`config.mk`:
```
export PLATFORM = sky130hd
export DESIGN_NAME = lc3_controller
export DESIGN_NICKNAME = d
export VERILOG_FILES = /design/src/rtl/lc3_controller.sv
export SDC_FILE = /design/constraint.sdc
export NUM_CORES = 1
export LEC_CHECK = 0
export BUFFER_PORTS_ARGS = -buffer_cell sky130_fd_sc_hd__buf_2
export CAP_MARGIN = 0
export CORE_MARGIN = 2
export CORE_UTILIZATION = 51
export DETAILED_ROUTE_END_ITERATION = 12
export GPL_TIMING_DRIVEN = 1
export PLACE_DENSITY = 0.9
export SYNTH_ARGS = -nofsm -noshare
export SYNTH_HDL_FRONTEND = slang
export SYNTH_SLANG_ARGS = --single-unit
```
`constraint.sdc`:
```
create_clock -name clk -period 2.2 [get_ports clk]
set_clock_uncertainty 0.15 [all_clocks]
set_input_delay 0.44 -clock clk [delete_from_list [all_inputs] [get_ports clk]]
set_output_delay 0.44 -clock clk [all_outputs]
set_load 0.005 [all_outputs]
```
`src/rtl/lc3_controller.sv`:
```
// LC3 sequencing controller: walks each instruction through fetch, decode,
// execute and the opcode-specific memory/PC sub-states, and counts retirements.

package lc3_pkg;
    typedef enum logic [3:0] {
        CNTRL_FETCH,
        CNTRL_DECODE,
        CNTRL_EXECUTE,
        CNTRL_UPDATE_REGF,
        CNTRL_COMPUTE_PC,
        CNTRL_COMPUTE_MEM,
        CNTRL_IND_ADDR_RD,
        CNTRL_READ_MEM,
        CNTRL_WRITE_MEM,
        CNTRL_UPDATE_PC
    } cntrl_e;
endpackage

module lc3_controller
    import lc3_pkg::*;
#(
    parameter int CNT_W       = 16,
    parameter bit MEM_WAIT_EN = 1'b1
) (
    input  logic             clk,
    input  logic             rst,
    input  logic [15:0]      instr_dout,
    input  logic [2:0]       psr,
    input  logic             mem_ready,
    output cntrl_e           state,
    output logic             br_taken,
    output logic             illegal_op,
    output logic [CNT_W-1:0] retire_cnt
);

    // Memory handshake: a waiting state (FETCH, IND_ADDR_RD, READ_MEM,
    // WRITE_MEM) advances only on a clock edge where mem_ready is high.
    // mem_ready seen in any other state is dropped; no credit is stored.
    logic        mem_ok;
    logic [15:0] ir;
    logic [3:0]  op;
    cntrl_e      state_d;
    logic        is_alu, is_ctrl, is_load, is_ldi, is_store, is_sti, is_illegal;
    logic        br_d;
    logic        ir_unused;

    assign mem_ok    = MEM_WAIT_EN ? mem_ready : 1'b1;
    assign op        = ir[15:12];
    // Offset/register fields belong to the datapath, not to sequencing.
    assign ir_unused = ^ir[8:0];
    // Only CTRL opcodes reach COMPUTE_PC, so JMP vs. BR is all that matters.
    assign br_d      = (op == 4'b1100) | (|(ir[11:9] & psr));

    always_comb begin
        is_alu     = 1'b0;
        is_ctrl    = 1'b0;
        is_load    = 1'b0;
        is_ldi     = 1'b0;
        is_store   = 1'b0;
        is_sti     = 1'b0;
        is_illegal = 1'b0;
        case (op)
            4'b0001, 4'b0101, 4'b1001, 4'b1110: is_alu   = 1'b1;
            4'b0000, 4'b1100:                   is_ctrl  = 1'b1;
            4'b0010, 4'b0110:                   is_load  = 1'b1;
            4'b1010:                            is_ldi   = 1'b1;
            4'b0011, 4'b0111:                   is_store = 1'b1;
            4'b1011:                            is_sti   = 1'b1;
            default:                            is_illegal = 1'b1;
        endcase
    end

    always_comb begin
        state_d = state;
        case (state)
            CNTRL_UPDATE_PC:   state_d = CNTRL_FETCH;
            CNTRL_FETCH:       if (mem_ok) state_d = CNTRL_DECODE;
            CNTRL_DECODE:      state_d = is_illegal ? CNTRL_UPDATE_PC : CNTRL_EXECUTE;
            CNTRL_EXECUTE: begin
                if (is_alu)       state_d = CNTRL_UPDATE_REGF;
                else if (is_ctrl) state_d = CNTRL_COMPUTE_PC;
                else              state_d = CNTRL_COMPUTE_MEM;
            end
            CNTRL_COMPUTE_MEM: begin
                if (is_load)       state_d = CNTRL_READ_MEM;
                else if (is_store) state_d = CNTRL_WRITE_MEM;
                else               state_d = CNTRL_IND_ADDR_RD;
            end
            CNTRL_IND_ADDR_RD: if (mem_ok) state_d = is_sti ? CNTRL_WRITE_MEM : CNTRL_READ_MEM;
            CNTRL_READ_MEM:    if (mem_ok) state_d = CNTRL_UPDATE_REGF;
            CNTRL_WRITE_MEM:   if (mem_ok) state_d = CNTRL_UPDATE_PC;
            CNTRL_UPDATE_REGF: state_d = CNTRL_UPDATE_PC;
            CNTRL_COMPUTE_PC:  state_d = CNTRL_UPDATE_PC;
            default:           state_d = CNTRL_FETCH;
        endcase
    end

    always_ff @(posedge clk or negedge rst) begin
        if (!rst) begin
            state      <= CNTRL_FETCH;
            ir         <= 16'h0;
            br_taken   <= 1'b0;
            illegal_op <= 1'b0;
            retire_cnt <= '0;
        end else begin
            state      <= state_d;
            if (state == CNTRL_FETCH && mem_ok)
                ir <= instr_dout;
            br_taken   <= (state == CNTRL_COMPUTE_PC) && br_d;
            illegal_op <= (state == CNTRL_DECODE) && is_illegal;
            if (state == CNTRL_UPDATE_PC)
                retire_cnt <= retire_cnt + CNT_W'(1);
        end
    end

endmodule

```
## Word level (Yosys, flattened, before mapping)

Index checks and enable logic that the tools add are counted.

| operators by class | value |
|---|---|
| reduce and logical (&&, ||, !) cells | 13 |
| eq/ne operators | 24 |
| multiplexer cells | 17 |
| bitwise operators | 2 |
| $mul | 0 |
| divide/modulo/power cells | 0 |
| $lt $le $gt $ge | 0 |
| add/subtract/negate cells | 1 |
| shift-type cells | 0 |

Operators with widths:

| kind | number |
|---|---|
| $mux 4 | 8 |
| $pmux 4 s8 | 1 |
| $eq 4x3->1 const B | 7 |
| $eq 4x4->1 const B | 7 |
| $add 16x1->16 const B | 1 |
| $eq 4x2->1 const B | 4 |
| $reduce_or 12->1 | 1 |
| $eq 4x1->1 const B | 2 |
| $logic_not 4->1 | 2 |
| $ne 2x2->1 const B | 4 |
| $reduce_or 2->1 | 4 |
| $mux 1 | 7 |
| $reduce_and 4->1 | 1 |
| $reduce_or 4->1 | 1 |
| $and 3x3->3 | 1 |
| $logic_and 1x1->1 | 3 |
| $mux 3 | 1 |
| $reduce_or 3->1 | 1 |
| $or 1x1->1 | 1 |

| word-level totals | value |
|---|---|
| output and inout bits | 22 |
| bits in latches | 0 |
| memories kept | 0 |
| logic and storage cells | 62 |
| bits of input ports | 22 |
| memory bits (read-only) | 0 |
| bits in registers | 38 |
| memory bits (writable) | 0 |

## Depth between registers and ports, before layout

Gate-level depths: netlist (run 1).

| logic depth | value |
|---|---|
| word-level depth | 6 |
| mapped depth | 5 |
| depth with buffers taken out | 5 |

## Worst setup path before layout (run 1)

Ideal clock, no wire load.

| timing | value |
|---|---|
| path kind | register -> register |
| start | reg state[1] |
| end | reg retire_cnt[14] |
| cell stages (with the launch flop) | 5 |
| data arrival time | 1.474 ns |
| data required time | 1.971 ns |
| clock period less this slack | 1.704 ns |
| buffers on the path | 0 |
| slack | 0.496 ns |
| path through | dfrtp_1 -> nand4bb_4 -> or4_4 -> nor3_2 -> xor2_1 |

| between the ends | value |
|---|---|
| cells in the longest elaborated chain, start to end | 1 |

RTL lines:

| element | line | RTL |
|---|---|---|
| from (decl) | 30 | `output cntrl_e state,` |
| from (signal assigned) | 106 | `state <= state_d;` |
| $eq 4x4->1 | 111 | `if (state == CNTRL_UPDATE_PC)` |
| to (signal assigned) | 112 | `retire_cnt <= retire_cnt + CNT_W'(1);` |
| to (decl) | 33 | `output logic [CNT_W-1:0] retire_cnt` |

Every way passes these cells.
A chain may end at the register's enable or synchronous reset.

## Worst setup path in the final report (run 1)

| timing | value |
|---|---|
| start | reg state[2] |
| end | reg retire_cnt[14] |

The elaborated chain is that of the path after synthesis.

==> impl_metrics.toml, run 1 <==
[placed_design]
io_buffers = 34
dp_slack_ns = 0.3530
dp_hpwl_mm = 2.313
place.gp.congestion = 0.9313

[final_layout]
final_common_cell = "buf_2"
seqCellArea_um2 = 725.7
drive_gt1_share_pct = 31.49
syn_to_final_growth_pct = 16.90
fin_nets = 204
mostFrequentLayoutCells = "buf_2 (34), dfrtp_1 (29), nand2_1 (14)"
multi_input_area_um2 = 724.4
fillCellCount = 242
antennaDiodeCount = 0

[detailed_routing]
dr.pass1.iters = 4
drc = 0
avgRoutedWirePerCell_um = 14.83
wl_mm = 3.143
ant_nets = 0
drt-vias-per-instance = 6.094
drtIter0Drc = 50
vias = 1292

[setup_path]
worstSetupPathType = "reg -> reg"
start_kind = "flop"
ff2ff_path_depth = 4
required_ns = 2.29
cp-end-kind = "flop"
worstPathArrival_ns = 1.99
path_max_fanout = 12
cp_slowest_cell = "or4_4"
max_stage_delay_ns = 0.55
path_cells = "nand4bb_4, or4_4, nor3_2, xor2_1"

[grt]
grt_first_pass_wirelength_mm = 5.340
antenna_found_initial = 0
grt_usage_pct = 20.61
grt_max_degree = 30
grt_pass1_vias = 1254
grt.overflow.total = 0

[cts]
post_cts_buffers = 0
cts_tree = "built"
clk-insertion-delay-late_ns = 0.32
ctsResizeCount = 0
clockBufferDepth = 2
numCtsBuffers = 5
clkTransAtPathRegs_ns = 0.09
cts.sinks = 29
htree_levels = 2
cts-root-buf = "clkbuf_4"

[sta]
fin_crit_sh_pct = 86.23
rsz0062_at_grt = "false"
worst_slew_pin_slew_ns = 0.6319
fmax_ghz = 0.5271
min_period_ns = 1.897
tns_ns = 0
relSlewSlack_pct = 57.87
finalHoldViolations = 0
drv_slew = 0
final.setup.worst_slack_ns = 0.3029
finalSetupViolations = 0

[yosys]
seq_area_frac_synth_pct = 48.05
async_flop_share_pct = 100.0
synth_enable_flop_cells = 0
synth_cells = 144
ys_seq_elements = 29
synth_nets = 167
synth_area_um2 = 1510
ys_warn_count = 0
yosysTopAreaCell = "dfrtp_1"
ys_types = 45
synth_top_area_share_pct = 48.05
syn_area_per_cell_um2 = 10.49
synth_flop_cell = "dfrtp_1"
synthTopCellsByArea = "dfrtp_1 (48%), xnor2_1 (5.8%), mux2_2 (5.2%)"

[power]
leakage_nw = 0.8629
irDropWorstVdd_v = 0.0009666
powerDensity_nw_per_um2 = 1116

[die]
fp.coreArea_um2 = 2781
start_util_pct = 54.30
num_rows = 19
die_w_um = 58.42
chipHeight_um = 58.42
dieArea_um2 = 3412
ios = 44

[hold_path]
worstHoldPathType = "in -> reg"
hold_depth = 2

[job]
maxCapViolations = 0

[run_status]
status = "complete, no violations"
[through the flow]
stage               cells  hold slack, ns  total power (W)  instance area (um^2)  utilization (%)
global route          212          0.1895         0.002110                  1765            63.47
CTS                   212          0.1865         0.001971                  1765            63.47
global placement      204          0.3070         0.001580                  1700            61.13
detailed placement    204          0.3142         0.001646                  1700            61.13
finish                212          0.1961         0.001971                  1765            63.47
floorplan             144       -0.005591         0.001430                  1510                -
[where the power goes]
part	switching, W	leakage, nW	internal (W)
sequential	0.000240	0.381	0.000671
combinational	0.000367	0.451	0.000373
clock	0.000170	0.0314	0.000150
[cell type report]
type	instances	area share [%]
inverter	7	1.488
clock buffer	7	3.118
sequential	29	41.11
multi-input combinational	101	41.03
timing repair buffer	37	11.06
tap	31	2.197
[registers in the layout, summed over array words and instances (netlist names)]
signal,count
illegal_op,1
br_taken,1
ir,7
state,4
retire_cnt,16
[Yosys cell counts, types with 2 or more instances]
cell,n
a21oi_1,8
a311oi_1,2
and2_1,2
and3_1,2
buf_2,2
clkbuf_1,3
dfrtp_1,29
inv_1,7
mux2_2,7
nand2_1,14
nand2b_1,2
nand3_1,3
nand4_1,6
nand4b_1,2
nor2_1,6
nor3_1,3
nor4_1,2
o21ai_0,3
xnor2_1,10
xor2_1,6
[repair_timing]
| action | CTS | global route |
|---|---|---|
| setup endpoints to repair | 0 | 0 |
| hold buffers | 1 | 0 |
| endpoints found under the hold margin | 26 | 0 |
[critical path: cells and delay by family (launching register included)]
| family | cells | cell delay (ns) |
|---|---|---|
| flops | 1 | 0.51 |
| simple gates | 3 | 0.99 |
| xor+xnor | 1 | 0.17 |
[metal layers]
layer	track usage, %	share of wire (%)	vias up	routed length (um)
met2	34.19	49	61	1552
met3	6.593	7.9	8	247
met1	24.36	41	627	1279
met4	9.302	2.0	0	63
li1	-	-	596	-
met5	0	0	-	0
[cell families (layout without fill, tap and decap cells)]
kind of cell | Yosys count | count (layout) | share of synthesized area, %
AO/OA/AOI/OAI | 23 | 23 | 10.36
XOR/XNOR | 16 | 16 | 9.279
adder cells (fa/ha/maj) | 1 | 1 | 0.8284
buffers and inverters | 14 | 51 | 3.977
flip-flops | 29 | 29 | 48.05
multiplexers | 7 | 7 | 5.220
AND/OR/NAND/NOR | 54 | 54 | 22.29
[worst paths after layout]
kind | start | slack (ns) | to
max reg2reg | state[2] | 0.30 | retire_cnt[14]
max | state[2] | 0.30 | retire_cnt[14]
min reg2reg | retire_cnt[15] | 0.32 | retire_cnt[15]
min | instr_dout[13] | 0.20 | ir[13]
max in group asynchronous | rst | 0.97 | ir[13]
min in group asynchronous | rst | 0.51 | retire_cnt[1]
Note: power is estimated with default switching activity, not from simulation.
==> inputs of run 2 (changes only) <==
--- a/config.mk
+++ b/config.mk
@@ -7,8 +7,11 @@
 export LEC_CHECK = 0
 export BUFFER_PORTS_ARGS = -buffer_cell sky130_fd_sc_hd__buf_2
 export CAP_MARGIN = 0
+export CELL_PAD_IN_SITES_DETAIL_PLACEMENT = 0
+export CELL_PAD_IN_SITES_GLOBAL_PLACEMENT = 1
+export CORE_ASPECT_RATIO = 1.2
 export CORE_MARGIN = 2
-export CORE_UTILIZATION = 51
+export CORE_UTILIZATION = 39
 export DETAILED_ROUTE_END_ITERATION = 12
 export GPL_TIMING_DRIVEN = 1
 export PLACE_DENSITY = 0.9
==> impl_metrics.toml, run 2 (synthesis gave the netlist of run 1 again) <==
[cts]
cts-root-buf = "clkbuf_8"
cts.sinks = 29
clockBufferDepth = 2
numCtsBuffers = 5
clkTransAtPathRegs_ns = 0.06
post_cts_buffers = 0
ctsResizeCount = 0
cts_tree = "built"
htree_levels = 2
clk-insertion-delay-late_ns = 0.27
holdBufCountCts = 0

[final_layout]
fin_cells = 233
largest_reg_flops = 16
top_register = "retire_cnt"
mostFrequentLayoutCells = "buf_2 (34), dfrtp_1 (29), nand2_1 (14)"
drive_gt1_share_pct = 32.04
final_common_cell = "buf_2"
largestRegisters = "retire_cnt: 16 flops, ir: 7 flops, state: 4 flops"
antennaDiodeCount = 0
fin_nets = 203
syn_to_final_growth_pct = 19.80
fillCellCount = 356

[power]
powerDensity_nw_per_um2 = 1132
irDropWorstVdd_v = 0.0005860
total_power_w = 0.002048
leakage_nw = 0.8723

[setup_path]
ff2ff_setup_slack_ns = 0.27
r2r-end = "state[0]"
crit_end = "state[0]"
worstPathArrival_ns = 2.00
cp-end-kind = "flop"
path_max_fanout = 12
worstSetupPathType = "reg -> reg"
worstReg2RegStart = "state[0]"
ff2ff_path_depth = 4
start_kind = "flop"
cp-startpoint = "state[0]"
required_ns = 2.27

[hold_path]
worstHoldPathType = "in -> async"

[die]
die_w_um = 60.81
num_rows = 24
start_util_pct = 41.22
dieArea_um2 = 4388
ios = 44
fp.coreArea_um2 = 3664
chipHeight_um = 72.17

[detailed_routing]
ant_nets = 0
drt-vias-per-instance = 5.335
drc = 0
wl_mm = 3.305
drtIter0Drc = 64
vias = 1243
avgRoutedWirePerCell_um = 14.18
dr.pass1.iters = 4

[sta]
finalSetupViolations = 0
fin_crit_sh_pct = 87.80
drv_slew = 0
tns_ns = 0
min_period_ns = 1.932
relSlewSlack_pct = 58.71
rsz0062_at_grt = "false"
worst_slew_pin_slew_ns = 0.6193
fmax_ghz = 0.5177
finalHoldViolations = 0

[grt]
grt_usage_pct = 16.61
grt_first_pass_wirelength_mm = 5.561
grt.busiest_layer = "met2"
use_met2_pct = 27.24
grt_use_met1_pct = 20.89
met3_usage_pct = 4.813
grt_max_degree = 30
grt_pass1_vias = 1211
grt.overflow.total = 0
antenna_found_initial = 0

[placed_design]
io_buffers = 34
place.gp.congestion = 0.8887
dp_cells = 225
dp_hpwl_mm = 2.425

[job]
maxCapViolations = 0

[run_status]
status = "complete, no violations"
==> run 2: cell types whose count changed in the layout (fill, tap and decap cells not counted) <==
cell           previous run  this run
clkinv_2                  0         2
clkbuf_8                  1         5
clkbuf_4                  5         0
dlygate4sd3_1             1         0
==> run 2: final cells by class <==
class	count	area, um^2	share of cell area (%)
Tap cell	52	65.06	3.596
Clock inverter	2	10.01	0.5532
Sequential cell	29	725.7	40.11
Inverter	7	26.28	1.452
Clock buffer	6	72.57	4.011
Multi-Input combinational cell	101	724.4	40.04
Timing Repair Buffer	36	185.2	10.24
==> run 2: worst min path at each step <==
| stage | from | slack, ns | to | cells after the start |
|---|---|---|---|---|
| floorplan | rst | -0.006 | br_taken | 0 |
| global placement | retire_cnt[15] | 0.31 | retire_cnt[15] | 1 |
| detailed placement | retire_cnt[15] | 0.31 | retire_cnt[15] | 1 |
| CTS | rst | 0.04 | retire_cnt[0] | 1 |
| global route | rst | 0.07 | retire_cnt[15] | 1 |
| finish | rst | 0.02 | retire_cnt[2] | 1 |
==> run 2: layer usage <==
metal | routed length (um) | share of wire, % | vias up
li1 | - | - | 587
met1 | 1370 | 41 | 598
met2 | 1689 | 51 | 51
met3 | 209 | 6.3 | 7
met4 | 35 | 1.1 | 0
met5 | 0 | 0 | -
==> run 2: worst max-delay path, cell delays in order (launching register included) <==
cell and delay [ns]:
dfrtp_1 0.61, inv_1 0.21, or4_2 0.65, o31ai_1 0.10, or3_1 0.15
==> run 2: stage by stage <==
| step | util (%) | area (um^2) | worst slack [ns] | hold slack [ns] |
|---|---|---|---|---|
| after floorplan | - | 1510 | 0.4964 | -0.005591 |
| after global placement | 47.13 | 1727 | 0.3783 | 0.3069 |
| after detailed placement | 47.13 | 1727 | 0.3055 | 0.3071 |
| after CTS | 49.39 | 1809 | 0.2875 | 0.03905 |
| after global routing | 49.39 | 1809 | 0.1899 | 0.07089 |
| final | 49.39 | 1809 | 0.2683 | 0.02383 |
==> run 2: power breakdown <==
group | switching, W | internal (W) | leakage (nW)
clock | 0.000189 | 0.000218 | 0.0450
sequential | 0.000239 | 0.000673 | 0.381
combinational | 0.000357 | 0.000371 | 0.447
==> inputs of run 3 (changes only) <==
--- a/config.mk
+++ b/config.mk
@@ -10,7 +10,6 @@
 export CELL_PAD_IN_SITES_DETAIL_PLACEMENT = 0
 export CELL_PAD_IN_SITES_GLOBAL_PLACEMENT = 1
 export CORE_ASPECT_RATIO = 1.2
-export CORE_MARGIN = 2
 export CORE_UTILIZATION = 39
 export DETAILED_ROUTE_END_ITERATION = 12
 export GPL_TIMING_DRIVEN = 1
==> impl_metrics.toml, run 3 (synthesis gave the netlist of run 1 again) <==
[final_layout]
mostFrequentLayoutCells = "buf_2 (34), dfrtp_1 (29), nand2_1 (14)"
largest_reg_flops = 16
largestRegisters = "retire_cnt: 16 flops, ir: 7 flops, state: 4 flops"
fin_nets = 204
multi_input_area_um2 = 724.4
fillCellCount = 360
drive_gt1_share_pct = 32.97
antennaDiodeCount = 0
final_common_cell = "buf_2"
stdcell_area_um2 = 1836
seqCellArea_um2 = 725.7
syn_to_final_growth_pct = 21.54
finish.utilization_pct = 50.10
top_register = "retire_cnt"

[die]
dieArea_um2 = 4126
fp.coreArea_um2 = 3664
num_rows = 24
die_w_um = 58.81
start_util_pct = 41.22
chipHeight_um = 70.17
ios = 44

[setup_path]
cp_slowest_cell = "dfrtp_1"
path_buf_inv = 0
worstPathArrival_ns = 1.93
ff2ff_path_depth = 4
worstReg2RegStart = "state[0]"
max_stage_delay_ns = 0.60
cp-end-kind = "flop"
ff2ff_setup_slack_ns = 0.33
path_max_fanout = 12
r2r-end = "retire_cnt[12]"
cp-startpoint = "state[0]"
worstSetupPathType = "reg -> reg"
path_cells = "nand4bb_4, or4_4, nor2_1, xor2_1"
start_kind = "flop"
required_ns = 2.25
path_delay_family = "simple AND/OR/NAND/NOR gates"
crit_end = "retire_cnt[12]"
path_depth = 4

[cts]
clockBufferDepth = 2
numCtsBuffers = 5
post_cts_buffers = 0
ctsResizeCount = 0
clkTransAtPathRegs_ns = 0.06
cts_tree = "built"
holdBufCountCts = 0
clk-insertion-delay-late_ns = 0.28
htree_levels = 2
cts.sinks = 29
cts-root-buf = "clkbuf_8"

[power]
irDropWorstVdd_v = 0.0005569
powerDensity_nw_per_um2 = 1149
leakage_nw = 0.8869

[hold_path]
worstHoldPathType = "in -> async"

[detailed_routing]
drt-vias-per-instance = 5.333
vias = 1248
dr.pass1.iters = 4
avgRoutedWirePerCell_um = 13.06
ant_nets = 0
drtIter0Drc = 62
wl_mm = 3.057
drc = 0

[sta]
drv_slew = 0
relSlewSlack_pct = 59.27
min_period_ns = 1.874
finalHoldViolations = 0
worst_slew_pin_slew_ns = 0.6110
finalSetupViolations = 0
rsz0062_at_grt = "false"
fin_crit_sh_pct = 85.19
tns_ns = 0
fmax_ghz = 0.5336
final.setup.worst_slack_ns = 0.3258
timing.hold.ws_ns = 0.01661

[run_status]
status = "complete, no violations"

[grt]
antenna_found_initial = 0
grt_pass1_vias = 1207
grt_max_degree = 30
grt.overflow.total = 0
grt_usage_pct = 16.58
grt_first_pass_wirelength_mm = 5.161

[placed_design]
io_buffers = 34
dp_hpwl_mm = 2.269
dp_slack_ns = 0.3342
place.gp.congestion = 0.9087
place_area_um2 = 1734

[job]
maxCapViolations = 0
-- run 3: cell types whose count changed in the layout (fill, tap and decap cells not counted) --
| cell | delta |
|---|---|
| buf_4 | +1 |
| clkbuf_1 | -1 |
| clkinv_2 | -1 |
| clkbuf_8 | +2 |
-- run 3: worst min-delay path by stage --
stage          cells past startpoint           start        endpoint
2_1_floorplan                      0             rst        br_taken
3_3_place_gp                       1  retire_cnt[15]  retire_cnt[15]
3_5_place_dp                       1  retire_cnt[15]  retire_cnt[15]
4_1_cts                            1             rst   retire_cnt[4]
5_1_grt                            1             rst   retire_cnt[4]
6_report                           1             rst   retire_cnt[4]
-- run 3: per-layer routing --
layer,track usage [%],share of wire [%],vias up
met4,6.085,1.3,0
met2,28.16,50,57
met3,5.741,6.8,4
met1,18.76,42,596
li1,-,-,591
met5,0,0,-
-- run 3: cell type report --
class	instances	area share (%)
Clock inverter	1	0.2727
Timing Repair Buffer	37	10.50
Inverter	7	1.431
Multi-Input combinational cell	101	39.47
Clock buffer	7	5.249
Sequential cell	29	39.54
Tap cell	52	3.545
-- run 3: through the flow --
stage          power (W)  std cells
2_1_floorplan   0.001430        144
3_5_place_dp    0.001643        226
5_1_grt         0.002277        234
3_3_place_gp    0.001614        226
4_1_cts         0.002128        234
6_report        0.002108        234
-- run 3: report_power, final --
part	switching [W]	leakage (nW)	internal (W)	total, W
registers	0.000216	0.381	0.000673	0.000890
clock network	0.000189	0.0542	0.000282	0.000471
logic	0.000366	0.452	0.000381	0.000748
-- run 3: worst register-to-register path, delay by kind of cell (launching register included) --
| kind | cells | cell delay [ns] |
|---|---|---|
| xor+xnor | 1 | 0.16 |
| simple gates | 3 | 0.89 |
| flops | 1 | 0.60 |
